### src/rtl/pe_array_sequencer_if.sv
// PE-array sequencer bus: layer config in, control strobes out.
// Master is the layer controller, slave is the sequencer.
interface pe_array_sequencer_if #(
  parameter int N_PE      = 16,
  parameter int ADDR_FIFO = 9,
  parameter int ROW_W     = 10,
  parameter int BANK_W    = 8
);
  logic                 start;
  logic [ADDR_FIFO-1:0] cfg_row_length;
  logic [ROW_W-1:0]     cfg_n_rows;
  logic [2:0]           cfg_kernel;
  logic [BANK_W-1:0]    cfg_n_banks;
  logic                 cfg_pool_enable;
  logic                 cfg_nl_enable;
  logic [2:0]           cfg_pool_nl;
  logic [2:0]           cfg_nl_type;
  logic                 data_valid;

  logic                 busy;
  logic                 done;
  logic                 err_cfg;
  logic                 shifting_line;
  logic                 line_buffer_reset;
  logic                 mac_enable;
  logic                 adder_enable;
  logic                 final_filter_bank;
  logic [ADDR_FIFO-1:0] row_length;
  logic [N_PE-1:0]      shifting_filter;
  logic                 shifting_line_pool;
  logic                 line_buffer_reset_pool;
  logic [ADDR_FIFO-1:0] row_length_pool;
  logic [2:0]           pool_nl;
  logic [2:0]           nl_type;
  logic                 nl_enable;
  logic                 pool_enable;

  modport master (
    output start, cfg_row_length, cfg_n_rows,
    output cfg_kernel, cfg_n_banks,
    output cfg_pool_enable, cfg_nl_enable,
    output cfg_pool_nl, cfg_nl_type, data_valid,
    input  busy, done, err_cfg,
    input  shifting_line, line_buffer_reset,
    input  mac_enable, adder_enable,
    input  final_filter_bank, row_length,
    input  shifting_filter, shifting_line_pool,
    input  line_buffer_reset_pool, row_length_pool,
    input  pool_nl, nl_type, nl_enable, pool_enable
  );

  modport slave (
    input  start, cfg_row_length, cfg_n_rows,
    input  cfg_kernel, cfg_n_banks,
    input  cfg_pool_enable, cfg_nl_enable,
    input  cfg_pool_nl, cfg_nl_type, data_valid,
    output busy, done, err_cfg,
    output shifting_line, line_buffer_reset,
    output mac_enable, adder_enable,
    output final_filter_bank, row_length,
    output shifting_filter, shifting_line_pool,
    output line_buffer_reset_pool, row_length_pool,
    output pool_nl, nl_type, nl_enable, pool_enable
  );
endinterface

### src/rtl/pe_array_sequencer.sv
// PE-array control sequencer: walks each filter bank through
// line-buffer reset, filter load, prime, row compute and drain.
module pe_array_sequencer #(
  parameter int N_PE      = 16,
  parameter int ADDR_FIFO = 9,
  parameter int ROW_W     = 10,
  parameter int BANK_W    = 8,
  parameter int KMAX      = 5,
  parameter int ADDER_LAT = 2
) (
  input logic                clk,
  input logic                rst,
  pe_array_sequencer_if.slave bus
);

  localparam int KW = $clog2(KMAX * KMAX + 1);
  localparam int PW = (N_PE > 1) ? $clog2(N_PE) : 1;
  localparam int DW = (ADDER_LAT > 1) ? $clog2(ADDER_LAT) : 1;

  typedef enum logic [2:0] {
    S_IDLE,
    S_LB_RST,
    S_FLOAD,
    S_PRIME,
    S_ROW,
    S_DRAIN,
    S_DONE
  } state_t;

  state_t state_q, state_d;

  logic [2:0]           k_q;
  logic [KW-1:0]        kk_q;
  logic [ADDR_FIFO-1:0] rl_q;
  logic [ROW_W-1:0]     nr_q;
  logic [BANK_W-1:0]    nb_q;
  logic                 pool_en_q;
  logic                 nl_en_q;
  logic [2:0]           pool_nl_q;
  logic [2:0]           nl_type_q;

  logic [BANK_W-1:0]    bank_q;
  logic [KW-1:0]        kk_cnt;
  logic [PW-1:0]        pe_q;
  logic [ADDR_FIFO-1:0] col_q;
  logic [2:0]           prow_q;
  logic [ROW_W-1:0]     row_q;
  logic [DW-1:0]        drn_q;
  logic [ADDER_LAT-1:0] mac_dly;
  logic                 err_q;

  logic cfg_ok, accept, dv, active;
  logic kk_last, pe_last, col_last;
  logic prow_last, row_last, drn_last;
  logic bank_last, mac_raw;

  // Config legality check and per-state terminal-count flags
  always_comb begin
    cfg_ok = (bus.cfg_kernel != 3'd0)
      && (32'(bus.cfg_kernel) <= 32'(KMAX))
      && (bus.cfg_row_length >= ADDR_FIFO'(bus.cfg_kernel))
      && (bus.cfg_n_rows >= ROW_W'(bus.cfg_kernel))
      && (bus.cfg_n_banks != '0);
    accept    = (state_q == S_IDLE) && bus.start && cfg_ok;
    dv        = bus.data_valid;
    active    = (state_q != S_IDLE);
    kk_last   = (kk_cnt == kk_q - KW'(1));
    pe_last   = (pe_q == PW'(N_PE - 1));
    col_last  = (col_q == rl_q - ADDR_FIFO'(1));
    prow_last = (prow_q == k_q - 3'd2);
    row_last  = (row_q == nr_q - ROW_W'(k_q));
    drn_last  = (drn_q == DW'(ADDER_LAT - 1));
    bank_last = (bank_q == nb_q - BANK_W'(1));
    mac_raw   = (state_q == S_ROW) && dv
      && (col_q >= ADDR_FIFO'(k_q) - ADDR_FIFO'(1));
  end

  // State register
  always_ff @(posedge clk) begin
    if (rst) state_q <= S_IDLE;
    else     state_q <= state_d;
  end

  // Next-state decode; work states advance only on valid words
  always_comb begin
    state_d = state_q;
    unique case (state_q)
      S_IDLE:   if (accept) state_d = S_LB_RST;
      S_LB_RST: state_d = S_FLOAD;
      S_FLOAD:
        if (dv && kk_last && pe_last)
          state_d = (k_q == 3'd1) ? S_ROW : S_PRIME;
      S_PRIME:
        if (dv && col_last && prow_last) state_d = S_ROW;
      S_ROW:
        if (dv && col_last && row_last) state_d = S_DRAIN;
      S_DRAIN:
        if (drn_last) state_d = bank_last ? S_DONE : S_LB_RST;
      S_DONE:   state_d = S_IDLE;
      default:  state_d = S_IDLE;
    endcase
  end

  // Config latch and bank/filter/column/row/drain counters
  always_ff @(posedge clk) begin
    if (rst) begin
      k_q       <= '0;
      kk_q      <= '0;
      rl_q      <= '0;
      nr_q      <= '0;
      nb_q      <= '0;
      pool_en_q <= 1'b0;
      nl_en_q   <= 1'b0;
      pool_nl_q <= '0;
      nl_type_q <= '0;
      bank_q    <= '0;
      kk_cnt    <= '0;
      pe_q      <= '0;
      col_q     <= '0;
      prow_q    <= '0;
      row_q     <= '0;
      drn_q     <= '0;
    end else begin
      case (state_q)
        S_IDLE: begin
          if (accept) begin
            k_q       <= bus.cfg_kernel;
            kk_q      <= KW'(bus.cfg_kernel)
                       * KW'(bus.cfg_kernel);
            rl_q      <= bus.cfg_row_length;
            nr_q      <= bus.cfg_n_rows;
            nb_q      <= bus.cfg_n_banks;
            pool_en_q <= bus.cfg_pool_enable;
            nl_en_q   <= bus.cfg_nl_enable;
            pool_nl_q <= bus.cfg_pool_nl;
            nl_type_q <= bus.cfg_nl_type;
            bank_q    <= '0;
          end
        end
        S_LB_RST: begin
          kk_cnt <= '0;
          pe_q   <= '0;
          col_q  <= '0;
          prow_q <= '0;
          row_q  <= '0;
          drn_q  <= '0;
        end
        S_FLOAD: begin
          if (dv) begin
            if (kk_last) begin
              kk_cnt <= '0;
              pe_q   <= pe_last ? '0 : pe_q + PW'(1);
            end else begin
              kk_cnt <= kk_cnt + KW'(1);
            end
          end
        end
        S_PRIME: begin
          if (dv) begin
            if (col_last) begin
              col_q  <= '0;
              prow_q <= prow_q + 3'd1;
            end else begin
              col_q <= col_q + ADDR_FIFO'(1);
            end
          end
        end
        S_ROW: begin
          if (dv) begin
            if (col_last) begin
              col_q <= '0;
              row_q <= row_q + ROW_W'(1);
            end else begin
              col_q <= col_q + ADDR_FIFO'(1);
            end
          end
        end
        S_DRAIN: begin
          drn_q <= drn_q + DW'(1);
          if (drn_last && !bank_last)
            bank_q <= bank_q + BANK_W'(1);
        end
        default: ;
      endcase
    end
  end

  // mac_enable delay line feeding adder_enable
  always_ff @(posedge clk) begin
    if (rst) mac_dly <= '0;
    else     mac_dly <= (mac_dly << 1) | ADDER_LAT'(mac_raw);
  end

  // Rejected-start pulse, one cycle after the start edge
  always_ff @(posedge clk) begin
    if (rst) err_q <= 1'b0;
    else     err_q <= (state_q == S_IDLE) && bus.start && !cfg_ok;
  end

  // Strobe and pass-through output decode
  always_comb begin
    bus.busy              = active && (state_q != S_DONE);
    bus.done              = (state_q == S_DONE);
    bus.err_cfg           = err_q;
    bus.shifting_line     = dv && ((state_q == S_PRIME)
                                || (state_q == S_ROW));
    bus.line_buffer_reset = (state_q == S_LB_RST);
    bus.mac_enable        = mac_raw;
    bus.adder_enable      = mac_dly[ADDER_LAT-1];
    bus.final_filter_bank = active && bank_last;
    bus.row_length        = '0;
    bus.shifting_filter   = '0;
    bus.shifting_line_pool     = 1'b0;
    bus.line_buffer_reset_pool = 1'b0;
    bus.row_length_pool   = '0;
    bus.pool_nl           = '0;
    bus.nl_type           = '0;
    bus.nl_enable         = 1'b0;
    bus.pool_enable       = 1'b0;
    if ((state_q == S_FLOAD) && dv)
      bus.shifting_filter = N_PE'(1) << pe_q;
    if (active) begin
      bus.row_length      = rl_q;
      bus.row_length_pool = rl_q - ADDR_FIFO'(k_q)
                          + ADDR_FIFO'(1);
      bus.pool_nl         = pool_nl_q;
      bus.nl_type         = nl_type_q;
      bus.nl_enable       = nl_en_q;
      bus.pool_enable     = pool_en_q;
      bus.shifting_line_pool =
        mac_dly[ADDER_LAT-1] && pool_en_q;
      bus.line_buffer_reset_pool =
        (state_q == S_LB_RST) && pool_en_q;
    end
  end

endmodule

### src/flat_wrapper.sv
// flat-port wrapper written by rule: the top's interface ports become plain ports
module pe_array_sequencer_flat 
#(
  parameter int N_PE      = 16,
  parameter int ADDR_FIFO = 9,
  parameter int ROW_W     = 10,
  parameter int BANK_W    = 8,
  parameter int KMAX      = 5,
  parameter int ADDER_LAT = 2
)
  (clk, rst, bus_start, bus_cfg_row_length, bus_cfg_n_rows, bus_cfg_kernel, bus_cfg_n_banks, bus_cfg_pool_enable, bus_cfg_nl_enable, bus_cfg_pool_nl, bus_cfg_nl_type, bus_data_valid, bus_busy, bus_done, bus_err_cfg, bus_shifting_line, bus_line_buffer_reset, bus_mac_enable, bus_adder_enable, bus_final_filter_bank, bus_row_length, bus_shifting_filter, bus_shifting_line_pool, bus_line_buffer_reset_pool, bus_row_length_pool, bus_pool_nl, bus_nl_type, bus_nl_enable, bus_pool_enable);
  pe_array_sequencer_if #(.N_PE(N_PE), .ADDR_FIFO(ADDR_FIFO), .ROW_W(ROW_W), .BANK_W(BANK_W)) bus_i ();
  input logic clk;
  input logic rst;
  input wire logic [$bits(bus_i.start)-1:0] bus_start;
  input wire logic [$bits(bus_i.cfg_row_length)-1:0] bus_cfg_row_length;
  input wire logic [$bits(bus_i.cfg_n_rows)-1:0] bus_cfg_n_rows;
  input wire logic [$bits(bus_i.cfg_kernel)-1:0] bus_cfg_kernel;
  input wire logic [$bits(bus_i.cfg_n_banks)-1:0] bus_cfg_n_banks;
  input wire logic [$bits(bus_i.cfg_pool_enable)-1:0] bus_cfg_pool_enable;
  input wire logic [$bits(bus_i.cfg_nl_enable)-1:0] bus_cfg_nl_enable;
  input wire logic [$bits(bus_i.cfg_pool_nl)-1:0] bus_cfg_pool_nl;
  input wire logic [$bits(bus_i.cfg_nl_type)-1:0] bus_cfg_nl_type;
  input wire logic [$bits(bus_i.data_valid)-1:0] bus_data_valid;
  output wire logic [$bits(bus_i.busy)-1:0] bus_busy;
  output wire logic [$bits(bus_i.done)-1:0] bus_done;
  output wire logic [$bits(bus_i.err_cfg)-1:0] bus_err_cfg;
  output wire logic [$bits(bus_i.shifting_line)-1:0] bus_shifting_line;
  output wire logic [$bits(bus_i.line_buffer_reset)-1:0] bus_line_buffer_reset;
  output wire logic [$bits(bus_i.mac_enable)-1:0] bus_mac_enable;
  output wire logic [$bits(bus_i.adder_enable)-1:0] bus_adder_enable;
  output wire logic [$bits(bus_i.final_filter_bank)-1:0] bus_final_filter_bank;
  output wire logic [$bits(bus_i.row_length)-1:0] bus_row_length;
  output wire logic [$bits(bus_i.shifting_filter)-1:0] bus_shifting_filter;
  output wire logic [$bits(bus_i.shifting_line_pool)-1:0] bus_shifting_line_pool;
  output wire logic [$bits(bus_i.line_buffer_reset_pool)-1:0] bus_line_buffer_reset_pool;
  output wire logic [$bits(bus_i.row_length_pool)-1:0] bus_row_length_pool;
  output wire logic [$bits(bus_i.pool_nl)-1:0] bus_pool_nl;
  output wire logic [$bits(bus_i.nl_type)-1:0] bus_nl_type;
  output wire logic [$bits(bus_i.nl_enable)-1:0] bus_nl_enable;
  output wire logic [$bits(bus_i.pool_enable)-1:0] bus_pool_enable;
  assign bus_i.start = bus_start;
  assign bus_i.cfg_row_length = bus_cfg_row_length;
  assign bus_i.cfg_n_rows = bus_cfg_n_rows;
  assign bus_i.cfg_kernel = bus_cfg_kernel;
  assign bus_i.cfg_n_banks = bus_cfg_n_banks;
  assign bus_i.cfg_pool_enable = bus_cfg_pool_enable;
  assign bus_i.cfg_nl_enable = bus_cfg_nl_enable;
  assign bus_i.cfg_pool_nl = bus_cfg_pool_nl;
  assign bus_i.cfg_nl_type = bus_cfg_nl_type;
  assign bus_i.data_valid = bus_data_valid;
  assign bus_busy = bus_i.busy;
  assign bus_done = bus_i.done;
  assign bus_err_cfg = bus_i.err_cfg;
  assign bus_shifting_line = bus_i.shifting_line;
  assign bus_line_buffer_reset = bus_i.line_buffer_reset;
  assign bus_mac_enable = bus_i.mac_enable;
  assign bus_adder_enable = bus_i.adder_enable;
  assign bus_final_filter_bank = bus_i.final_filter_bank;
  assign bus_row_length = bus_i.row_length;
  assign bus_shifting_filter = bus_i.shifting_filter;
  assign bus_shifting_line_pool = bus_i.shifting_line_pool;
  assign bus_line_buffer_reset_pool = bus_i.line_buffer_reset_pool;
  assign bus_row_length_pool = bus_i.row_length_pool;
  assign bus_pool_nl = bus_i.pool_nl;
  assign bus_nl_type = bus_i.nl_type;
  assign bus_nl_enable = bus_i.nl_enable;
  assign bus_pool_enable = bus_i.pool_enable;
  pe_array_sequencer #(.N_PE(N_PE), .ADDR_FIFO(ADDR_FIFO), .ROW_W(ROW_W), .BANK_W(BANK_W), .KMAX(KMAX), .ADDER_LAT(ADDER_LAT)) u_core (.clk(clk), .rst(rst), .bus(bus_i));
endmodule
### config.mk
export PLATFORM = sky130hd
export DESIGN_NAME = pe_array_sequencer_flat
export DESIGN_NICKNAME = d
export VERILOG_FILES = /design/src/rtl/pe_array_sequencer_if.sv /design/src/rtl/pe_array_sequencer.sv /design/src/flat_wrapper.sv
export SDC_FILE = /design/constraint.sdc
export NUM_CORES = 1
export LEC_CHECK = 0
export ABC_AREA = 1
export ABC_CLOCK_PERIOD_IN_PS = 2050
export BUFFER_PORTS_ARGS = -buffer_cell sky130_fd_sc_hd__clkbuf_2
export CAP_MARGIN = 20
export CORE_MARGIN = 5
export CORE_UTILIZATION = 35
export CTS_CLUSTER_DIAMETER = 100
export CTS_CLUSTER_SIZE = 12
export DETAILED_ROUTE_END_ITERATION = 8
export PLACE_DENSITY_LB_ADDON = 0.25
export SLEW_MARGIN = 20
export SYNTH_ARGS = -nofsm -noshare
export SYNTH_HDL_FRONTEND = slang
export SYNTH_SLANG_ARGS = --single-unit
### constraint.sdc
create_clock -name clk -period 2.05 [get_ports clk]
set_input_delay 0.205 -clock clk [delete_from_list [all_inputs] [get_ports clk]]
set_output_delay 0.205 -clock clk [all_outputs]
set_load 0.1 [all_outputs]
==> implementation parameters <==
Parameter                              Value

Status
  Status    finished, violations left
  Violated checks    setup timing

STA
  Final hold slack    0.125 ns
  Setup ws final    -0.659 ns
  Worst relative slew slack    between 60% and 70%
  Final setup skew    0.0133 ns
  Maximum operating frequency    around 0.37 GHz
  Transition at the pin with the smallest max-transition slack    roughly 0.56 ns
  Final worst-path cycle share    132%
  Unrepaired setup endpoints after global routing    yes
  Endpoints failing hold    0
  Final critical path time including I/O delays and setup    between 2 and 3 ns
  Number of setup violations in the final report    29
  Fin Setup TNS    -4.55 ns
  Max-slew violations    0

Route
  DR WL/cell    13.9 um
  DRC viols    0
  First-pass iteration count of the detailed router    5
  Total number of vias    6,689
  Routed Antenna Nets    0
  Total Routed Length    ~19,000 um
  Vias per Instance    around 4.8
  Number of DRC markers after the initial detailed-route iteration    around 300

Logic synthesis
  Sequential element share of the synthesized area    27.7%
  Multiplexer share of the synthesized area    0%
  Synth cell types    40
  Basic-gate share of the synthesized area counting and, or, nand and nor cells    about a third
  Proportion of register bits with asynchronous set or reset after synthesis    0%
  Most common cell in the netlist    nand2_1
  Leading post-synthesis cells by instance count    198 x nand2_1, 146 x nor2_1, 120 x inv_1
  Prevailing post-synth register cell    dfxtp_1
  Number of storage elements in the synthesis netlist    87
  Synth Area per Inst    6.55 sq um
  Share of the synthesized area in compound gates (AO/OA/AOI/OAI)    13.6%
  Top area cells in the synthesized netlist    dfxtp_1 28%, nand2_1 12%, ha_1 11%
  Area share of fa/ha/maj cells after synthesis    between 10% and 20%
  Number of nets produced by synthesis    1,056
  Post-Synth XOR/XNOR Area    roughly 6.7%
  Post-synthesis cell count    959
  Summed instance area of the synthesized netlist    6290 sq um
  EDFF count, synth    0
  Number of warnings issued by yosys    0
  Share of the synthesized area in the top cell type    27.7%
  Synth area leader    dfxtp_1
  Largest family of logic cells by synthesized area    simple AND/OR/NAND/NOR gates

Floorplanning
  Placeable core area    approximately 18,000 sq um
  IO Pins    94
  Floorplan die area    20,700 sq um
  Die extent in x    between 100 and 150 um
  Initial Utilization    35.2%
  Row count    49
  Height of the die    around 140 um

Global routing
  Number of global-route vias before repair    6,151
  Total track usage    18.0%
  Remaining Overflow, GRT    0
  First-pass GRT wire length    30,000 um
  Pin count of the biggest net entering global routing    46
  Antenna violations before repair    0

Cells and area
  Utilization after layout    55.1%
  Share of layout cells above drive strength 1    39.3%
  Diode insertion count for antenna repair    0
  Net total in the final layout    1,245
  Fin area    9840 sq um
  Synth-to-layout area growth    56.5%

Pwr
  Share of total power in combinational logic    65.9%
  Share of power burned in registers    between 10% and 20%
  Internal Dissipation    0.00578 W
  Power Density    between 1000 and 1500 nW/um^2
  Fraction of power consumed by the clock network    ~15%
  Proportion of total power due to net switching    48.8%
  Peak VDD IR    approximately 0.0012 V
  Net switching power    0.00551 W
  LEAKAGE    4.15 nW

Worst setup path
  Setup CP Type    reg -> out
  Count of buffer and inverter cells on the critical path    4
  Crit-path max cell delay    0.37 ns
  Crit path cell chain    inv_2 -> ha_4 -> inv_2 -> ha_4 -> fa_2 -> a21oi_2 -> nor2_2 -> nor2_2 -> nor2_2 -> o21ai_1 -> nand2_1 -> buf_4 -> a21oi_4 -> buf_12
  Critical Path Start Type    register
  Largest fanout on the critical path    2
  Worst setup slack for register-to-register paths    -0.19 ns
  Cell type of the slowest stage on the worst timing path    fa_2
  Signal arrival time at the worst endpoint    2.50 ns
  Endpoint class of the critical path    output port
  Family with the most delay on the worst path    adder cells
  Most repeated library cell on the critical path    nor2_2
  Required arrival time at the worst endpoint    1.85 ns

Job
  Max_cap viols    0

Clock network
  Maximum clock path buffer count    2
  Num CTS Buffers    9
  CTS Hold Bufs    0
  Clock tree from TritonCTS    yes
  Master cell of the clock root buffer    clkbuf_16
  CTS sink cnt    87
  Clk pin slew, worst setup/hold paths    0.06 ns
  Worst-Skew Late Latency    0.36 ns
  Count of H-tree levels built during CTS    3

Min path
  Path class of the lowest-slack min-delay path    in -> reg

Placed design
  Routability congestion estimate    0.836
  Cell Area, Placed    8400 sq um
  Number of input and output port buffers inserted    93
  DP HPWL    about 14,000 um
  Post-Place Setup Slack    -0.380 ns
[final cells by class]
cell class              instances  area (sq um)
fillers                      1633          8000
multi-input cells             722          4920
repair buffers                197          2040
flip-flops and latches         87          1770
inverters                     130           518
well taps                     229           287
clock buffers                  13           260
clock inverters                 3          42.5
repair inverters                1          7.51
[metal layers]
layer  vias up  share of wire [%]  track usage, %
li1       3462                  -               -
met1      3071                 44            22.7
met2       136                 50            31.5
met3        20                4.1            3.80
met4         0                1.6            4.36
met5         -                  0               0
[registers in the layout (all words and copies together), names as in the netlist, 4 cells and up]
signal,flops
u_core.nb_q,8
u_core.row_q,10
u_core.kk_q,4
u_core.rl_q,9
u_core.pe_q,4
u_core.kk_cnt,5
u_core.nr_q,10
u_core.bank_q,8
u_core.col_q,9
[worst min-delay path, delay by kind of cell]
kind | cells | cell delay, ns
AO/OA/AOI/OAI | 1 | 0.07
buffers and inverters | 1 | 0.09
AND/OR/NAND/NOR | 1 | 0.08
[final timing paths]
check | from | to | cells after the start
worst max-delay path | u_core.rl_q[1]$_SDFFE_PP0P_ | bus_row_length_pool[7] | 14
worst min-delay path | bus_cfg_n_rows[9] | u_core.nr_q[9]$_SDFFE_PP0P_ | 3
worst max register to register | u_core.k_q[2]$_SDFFE_PP0P_ | u_core.state_q[1]$_SDFFE_PP0P_ | 18
worst min register to register | u_core.mac_dly[0]$_SDFF_PP0_ | u_core.mac_dly[1]$_SDFF_PP0_ | 2
[power by group through the flow]
stage / registers [W] / logic (W) / clock network, W
after floorplan: 0.00214 / 0.00414 / 0
after global placement: 0.00214 / 0.00611 / 0
after detailed placement: 0.00215 / 0.00618 / 0
after CTS: 0.00212 / 0.00660 / 0.00174
after global routing: 0.00218 / 0.00802 / 0.00181
final: 0.00214 / 0.00744 / 0.00171
[per-stage QoR]
step	power, W	cells
finish	0.0113	1382
global route	0.0120	1382
CTS	0.0105	1363
detailed placement	0.00833	1333
global placement	0.00826	1333
floorplan	0.00629	959
[cell usage in the layout (no fill, tap or decap), types with 14 or more instances in the layout]
cell type	count
buf_12	50
nor2_4	42
clkbuf_2	44
o21ai_0	46
xnor2_1	18
inv_1	95
a21oi_1	63
nand2_2	32
xor2_1	29
nor2_1	84
nor2_2	33
a21oi_2	19
nand3_1	37
buf_4	92
nand4_1	14
nand2_1	164
inv_2	24
ha_1	38
dfxtp_1	73
[cells by family (layout without fill, tap and decap cells)]
kind of cell,after synthesis,after routing
buf+inv,151,344
xor+xnor,48,48
fa+ha+maj,55,55
simple gates,460,460
compound gates,158,159
flops,87,87
[what timing repair did]
item                       in CTS  in global routing
gates resized for setup        89                160
setup endpoints to repair      63                 72
setup buffers                  12                 25
pin swaps                      19                 72
gates cloned                    2                  0
Power figures use the tool's default switching activity.
